## config.mk

```make
export PLATFORM = sky130hd
export DESIGN_NAME = cpu_trace_buffer
export DESIGN_NICKNAME = d
export VERILOG_FILES = /design/src/rtl/cpu_trace_pkg.sv /design/src/rtl/trace_fifo_mem.sv /design/src/rtl/cpu_trace_buffer.sv
export SDC_FILE = /design/constraint.sdc
export NUM_CORES = 1
export LEC_CHECK = 0
export CAP_MARGIN = 20
export CORE_ASPECT_RATIO = 1.2
export CORE_MARGIN = 2
export CORE_UTILIZATION = 30
export DETAILED_ROUTE_END_ITERATION = 12
export SKIP_CTS_REPAIR_TIMING = 1
export SYNTH_ARGS = -nofsm -noshare
export SYNTH_HDL_FRONTEND = slang
export SYNTH_HIERARCHICAL = 1
export SYNTH_SLANG_ARGS = --single-unit
```

## constraint.sdc

```tcl
create_clock -name globalclock -period 13.1 [get_ports globalclock]
set_clock_uncertainty 0.05 [all_clocks]
set_input_delay 2.62 -clock globalclock [delete_from_list [all_inputs] [get_ports globalclock]]
set_output_delay 2.62 -clock globalclock [all_outputs]
set_load 0.005 [all_outputs]
```

## src/rtl/cpu_trace_pkg.sv

```systemverilog
// Shared definitions for the CPU trace buffer: FSM state encoding and the
// packed trace-entry layout {dest, branch, alu, instr, pc} (pc at bit 0).
package cpu_trace_pkg;

    typedef enum logic [1:0] {
        ST_IDLE    = 2'd0,
        ST_ARMED   = 2'd1,
        ST_CAPTURE = 2'd2,
        ST_DONE    = 2'd3
    } trace_state_e;

    localparam int BRANCH_W = 1;
    localparam int OFF_PC   = 0;

    function automatic int off_instr(input int dw);
        return dw;
    endfunction

    function automatic int off_alu(input int dw);
        return 2 * dw;
    endfunction

    function automatic int off_branch(input int dw);
        return 3 * dw;
    endfunction

    function automatic int off_dest(input int dw);
        return 3 * dw + BRANCH_W;
    endfunction

    function automatic int entry_w(input int dw, input int rw);
        return 3 * dw + BRANCH_W + rw;
    endfunction

endpackage

```

## src/rtl/trace_fifo_mem.sv

```systemverilog
// Trace storage: one synchronous write port, one asynchronous (show-ahead) read port.
module trace_fifo_mem #(
    parameter int DEPTH = 16,
    parameter int WIDTH = 102
) (
    input  logic                     clk,
    input  logic                     we,
    input  logic [$clog2(DEPTH)-1:0] waddr,
    input  logic [WIDTH-1:0]         wdata,
    input  logic [$clog2(DEPTH)-1:0] raddr,
    output logic [WIDTH-1:0]         rdata
);

    logic [WIDTH-1:0] mem [DEPTH];

    always_ff @(posedge clk) begin
        if (we) mem[waddr] <= wdata;
    end

    assign rdata = mem[raddr];

endmodule

```

## src/rtl/cpu_trace_buffer.sv

```systemverilog
// Retired-instruction trace buffer. Define TRACE_TRIGGER_EN to wait in ARMED
// for pc_in==trig_pc before capturing; otherwise arm starts capture directly.
module cpu_trace_buffer
    import cpu_trace_pkg::*;
#(
    parameter int DATA_W = 32,
    parameter int DEPTH  = 16,
    parameter int RA_W   = 5
) (
    input  logic                       globalclock,
    input  logic                       globalreset,
    input  logic                       valid_in,
    input  logic [DATA_W-1:0]          pc_in,
    input  logic [DATA_W-1:0]          instr_in,
    input  logic [DATA_W-1:0]          alu_result_in,
    input  logic                       branch_taken_in,
    input  logic [RA_W-1:0]            dest_in,
    input  logic                       arm,
    input  logic [DATA_W-1:0]          trig_pc,
    input  logic                       rd_ready,
    output logic                       rd_valid,
    output logic [DATA_W-1:0]          rd_pc,
    output logic [DATA_W-1:0]          rd_instr,
    output logic [DATA_W-1:0]          rd_alu,
    output logic                       rd_branch,
    output logic [RA_W-1:0]            rd_dest,
    output logic [1:0]                 state,
    output logic [$clog2(DEPTH):0]     count,
    output logic                       overflow
);

    localparam int AW     = $clog2(DEPTH);
    localparam int CW     = AW + 1;
    localparam int EW     = entry_w(DATA_W, RA_W);
    localparam int O_INS  = off_instr(DATA_W);
    localparam int O_ALU  = off_alu(DATA_W);
    localparam int O_BR   = off_branch(DATA_W);
    localparam int O_DEST = off_dest(DATA_W);

    trace_state_e  st;
    logic [AW-1:0] wr_ptr, rd_ptr;
    logic [CW-1:0] cnt, cap_cnt;
    logic          ovf;
    logic [EW-1:0] wdata, rdata;
    logic          hit, cap, pop, full, wr, drop;

`ifdef TRACE_TRIGGER_EN
    assign hit = (st == ST_ARMED) && valid_in && (pc_in == trig_pc);
`else
    logic unused_trig;
    assign unused_trig = ^trig_pc;
    assign hit = 1'b0;
`endif

    // arm wins over everything: a same-cycle capture or pop is discarded
    assign cap  = valid_in && (st == ST_CAPTURE || hit) && !arm;
    assign pop  = (cnt != '0) && rd_ready && !arm;
    assign full = (cnt == CW'(DEPTH));
    assign wr   = cap && (!full || pop);
    assign drop = cap && full && !pop;

    assign wdata = {dest_in, branch_taken_in, alu_result_in, instr_in, pc_in};

    trace_fifo_mem #(.DEPTH(DEPTH), .WIDTH(EW)) u_mem (
        .clk   (globalclock),
        .we    (wr),
        .waddr (wr_ptr),
        .wdata (wdata),
        .raddr (rd_ptr),
        .rdata (rdata)
    );

    always_ff @(posedge globalclock or negedge globalreset) begin
        if (!globalreset) begin
            st      <= ST_IDLE;
            wr_ptr  <= '0;
            rd_ptr  <= '0;
            cnt     <= '0;
            cap_cnt <= '0;
            ovf     <= 1'b0;
        end else if (arm) begin
            wr_ptr  <= '0;
            rd_ptr  <= '0;
            cnt     <= '0;
            cap_cnt <= '0;
            ovf     <= 1'b0;
`ifdef TRACE_TRIGGER_EN
            st      <= ST_ARMED;
`else
            st      <= ST_CAPTURE;
`endif
        end else begin
            // pointers wrap by natural overflow since DEPTH is a power of two
            if (wr)  wr_ptr <= wr_ptr + 1'b1;
            if (pop) rd_ptr <= rd_ptr + 1'b1;
            if (wr && !pop)      cnt <= cnt + 1'b1;
            else if (pop && !wr) cnt <= cnt - 1'b1;
            if (drop) ovf <= 1'b1;
            if (cap) begin
                cap_cnt <= cap_cnt + 1'b1;
                st      <= (cap_cnt == CW'(DEPTH - 1)) ? ST_DONE : ST_CAPTURE;
            end
        end
    end

    assign rd_valid  = (cnt != '0);
    assign rd_pc     = rd_valid ? rdata[OFF_PC +: DATA_W] : '0;
    assign rd_instr  = rd_valid ? rdata[O_INS  +: DATA_W] : '0;
    assign rd_alu    = rd_valid ? rdata[O_ALU  +: DATA_W] : '0;
    assign rd_branch = rd_valid ? rdata[O_BR] : 1'b0;
    assign rd_dest   = rd_valid ? rdata[O_DEST +: RA_W] : '0;
    assign state     = st;
    assign count     = cnt;
    assign overflow  = ovf;

endmodule

```

==> results <==
- The number of global-route vias before repair was 30,600.
- The critical path in this run is classified as flip-flop to output port.
- The post-route clock period utilization is 59.5%.
- The initial core utilization is 30.1%.
- The netlist area before placement is 62,800 sq um.
- The growth of design area from synthesis to finish is 17.3%.
- STA classifies the critical path endpoint as an output port.
- Once placement completed, the tool counted placed cells totaling 5,657.
- The internal power of the cells is 0.00997 W.
- The biggest area contributor in the post-synthesis netlist is edfxtp_1.
- The final count of hold timing violations is 0.
- The kind of launch point of the worst setup path is a flip-flop.
- The clock tree synthesis step divided the H-tree into 4 levels.
- The net count after synthesis is 2,890.
- The footprint of the flip-flops and latches is 49,500 sq um.
- IR analysis of the VDD net gives a maximum drop of 0.125 mV.
- The port buffer count is 217.
- The first detailed-routing pass ran for 5 iterations.
- The async set or reset register ratio after synthesis is 1.27%.
- In this run the standard cell core region covers 209,000 sq um.
- The maximum fanout count along the critical path is 110.
- Using the TritonRoute via totals, the vias-per-cell ratio works out to 4.94.
- After global routing the overflow that remains totals 0.
- The floorplan has 184 rows.
- Once layout is complete, the cells apart from fillers number 5,969.
- Timing would allow up to 0.128 GHz.
- Of the cells placed in the final design, the portion with a size suffix greater than 1 is 22.7%.
- The final setup violation count is 0.
- The clock root buffer is clkbuf_16.
- The most frequently used cell type in the post-synthesis netlist is edfxtp_1.
- Counting the buffers created by CTS gives 169.
- For the worst setup path, the data arrival time is 5.12 ns.
- The run finished with clean final reports.
- The area of the multi-input gates is 12,700 sq um.
- The floorplan step defined a die boundary enclosing 213,000 sq um.
- The final antenna-violating net count is 0.
- Summing all placed instances gives a cell area of 68,400 sq um.
- Setup repair after global routing left no endpoint under its margin.
- Combinational logic burns 21.2% of the power.
- The clock network is responsible for 34.1% of the overall power.
- The share of total power in sequential cells is 44.7%.
- Entering global routing, the biggest net connects 135 pins.
- The summed negative setup slack over all endpoints is 0 ns.
- Counting flops and latches in the post-synthesis netlist gives 1,653.
- Data on the critical path is required at its endpoint by 10.43 ns.
- During synthesis, Yosys emitted a total of 6 warnings.
- The final weighted congestion of routability-driven global placement is 0.692.
- After detailed routing, the total wire length is 152 mm.
- The source-to-sink clock delay at the later pin of the worst-skew pair is 0.80 ns.
- The clock-pin slew on the worst setup and hold paths is 0.06 ns.
- Net switching is 25.4% of the power.
- The average wire per standard cell is 25.4 um.
- After routing the design area is 73,700 sq um.
- Dividing total power by cell area gives a power density of 181 nW/um^2.
- Counting instances in the post-synthesis netlist gives the leading cell types as edfxtp_1 (1,632), mux4_2 (408), a22oi_1 (204), nand2_1 (119), and2_1 (103).
- The overall fraction of global-route tracks in use is 14.1%.
- The reported leakage power is 22.1 nW.
- The commonest register cell after synthesis is edfxtp_1.
- For this block, the via count after detailed routing is 29,500.
- In this run the power spent charging and discharging nets is 0.00340 W.
- Counting every sink on the clock net gives 1,653.
- The cell count after synthesis is 2,742.
- The proportion of synthesized chip area in sequential cells is 78.9%.
- By area the synthesized netlist is led by edfxtp_1 (78%), mux4_2 (15%), a22oi_1 (2.4%), and2_1 (1.0%), dfrtp_1 (0.84%).
- The overall die width is 422 um.
- The mean post-synth cell area is 22.9 sq um.
- The synthesized design contains 1,632 enable-type register cells.
- The wire-length estimate of the detail-placed layout is 76.1 mm.
- The actual transition at the worst max-transition pin is 1.10 ns.
- The worst slew slack as a fraction of its limit is 26.6%.
- The post-route minimum period is 7.79 ns.
- After synthesis, the netlist uses 44 different library cells.
- Measured along the y axis, the die boundary spans 505 um.
- Final hold analysis gives a worst-case slack of 0.484 ns.
- The longest clock path from root to sink contains 3 buffers.
- The max-slew violation total from the final report is 0.
- The violation count after the first detailed-routing iteration is 2,585.
- The max-cap check violation count is 0.
- The first global-routing pass estimated 219 mm of wire.
- In the routed design, unresolved DRC markers number 0.
- The top cell type by area accounts for 78.0% of the synthesized area.
- The initial antenna violation count was 28.
- TritonCTS built the clock tree.
- The path class of the lowest-slack min-delay path is flip-flop to flip-flop.
- The number of filler cells placed in the layout is 19,200.
- The number of primary I/O pins is 250.
- For this run, the post-layout net count is 3,187.
per-layer routing:
metal  track usage [%]  share of wire (%)  wire length, um
met2              23.3                 49            74600
met4              3.51                2.0             3080
met5                 0              0.097              148
met3              2.80                6.0             9060
met1              19.1                 43            65000
placed cells by master (no fill, tap or decap), types with 38 or more instances in the layout:
master	count
and2_1	102
clkbuf_1	45
clkdlybuf4s50_1	217
nand2_1	119
clkinv_1	38
edfxtp_1	1632
clkbuf_16	172
mux4_2	408
buf_4	50
a22oi_1	204
cells by family (layout without fill, tap and decap cells):
| kind of cell | Yosys count | in the layout | synth area share, % |
|---|---|---|---|
| multiplexers | 417 | 417 | 14.8 |
| XOR/XNOR | 5 | 5 | 0.0697 |
| AO/OA/AOI/OAI | 225 | 225 | 2.66 |
| adder cells (fa/ha/maj) | 9 | 9 | 0.191 |
| flip-flops | 1653 | 1653 | 78.9 |
| AND/OR/NAND/NOR | 278 | 278 | 2.23 |
| buffers and inverters | 155 | 586 | 1.21 |
| other | 0 | 6 | 0 |
area by class of cell:
cell class / count / share of cell area, %
multi-input cells: 934 / 17.2
clock inverters: 88 / 0.975
repair buffers: 277 / 3.74
diodes: 6 / 0.0204
flip-flops and latches: 1653 / 67.2
inverters: 4 / 0.0204
clock buffers: 217 / 6.07
well taps: 2790 / 4.74
power by group through the flow:
stage               Clock [W]  Sequential (W)  Combinational, W
detailed placement          0         0.00609           0.00292
finish                0.00456         0.00598           0.00283
global placement            0         0.00609           0.00291
global route          0.00487         0.00599           0.00307
floorplan                   0         0.00604           0.00191
CTS                   0.00468         0.00598           0.00293
critical path, cell delays in order (launching register included):
cell             delay [ns]
dfrtp_4                1.14
buf_12                 0.46
buf_4                  0.92
mux4_2                 0.41
a22oi_1                0.21
nand2_1                0.16
and2_1                 0.18
clkdlybuf4s50_1        0.44
through the flow:
step           utilization (%)  total power [W]  worst slack (ns)
2_1_floorplan                -          0.00795              1.64
3_3_place_gp              32.8          0.00900              6.02
3_5_place_dp              32.8          0.00901              6.03
4_1_cts                   35.3           0.0136              5.14
5_1_grt                   35.3           0.0139              4.95
6_report                  35.3           0.0134              5.31
registers in the layout, indices dropped and copies added, names as in the netlist:
| register | count |
|---|---|
| cap_cnt | 5 |
| count | 5 |
| rd_ptr | 4 |
| u_mem/mem | 1632 |
| overflow | 1 |
| wr_ptr | 4 |
| state | 2 |
worst paths after layout:
| kind | from | end | slack, ns | depth (start not counted) |
|---|---|---|---|---|
| worst max-delay path | rd_ptr[1] | rd_branch | 5.31 | 7 |
| worst min-delay path | overflow | overflow | 0.48 | 2 |
| worst max register to register | state[0] | u_mem/mem[5][43] | 8.81 | 6 |
| worst min register to register | overflow | overflow | 0.48 | 2 |
| max in group asynchronous | globalreset | rd_ptr[0] | 10.61 | 2 |
| min in group asynchronous | globalreset | cap_cnt[1] | 1.99 | 1 |
No activity file was read; power rests on OpenSTA's default activity.
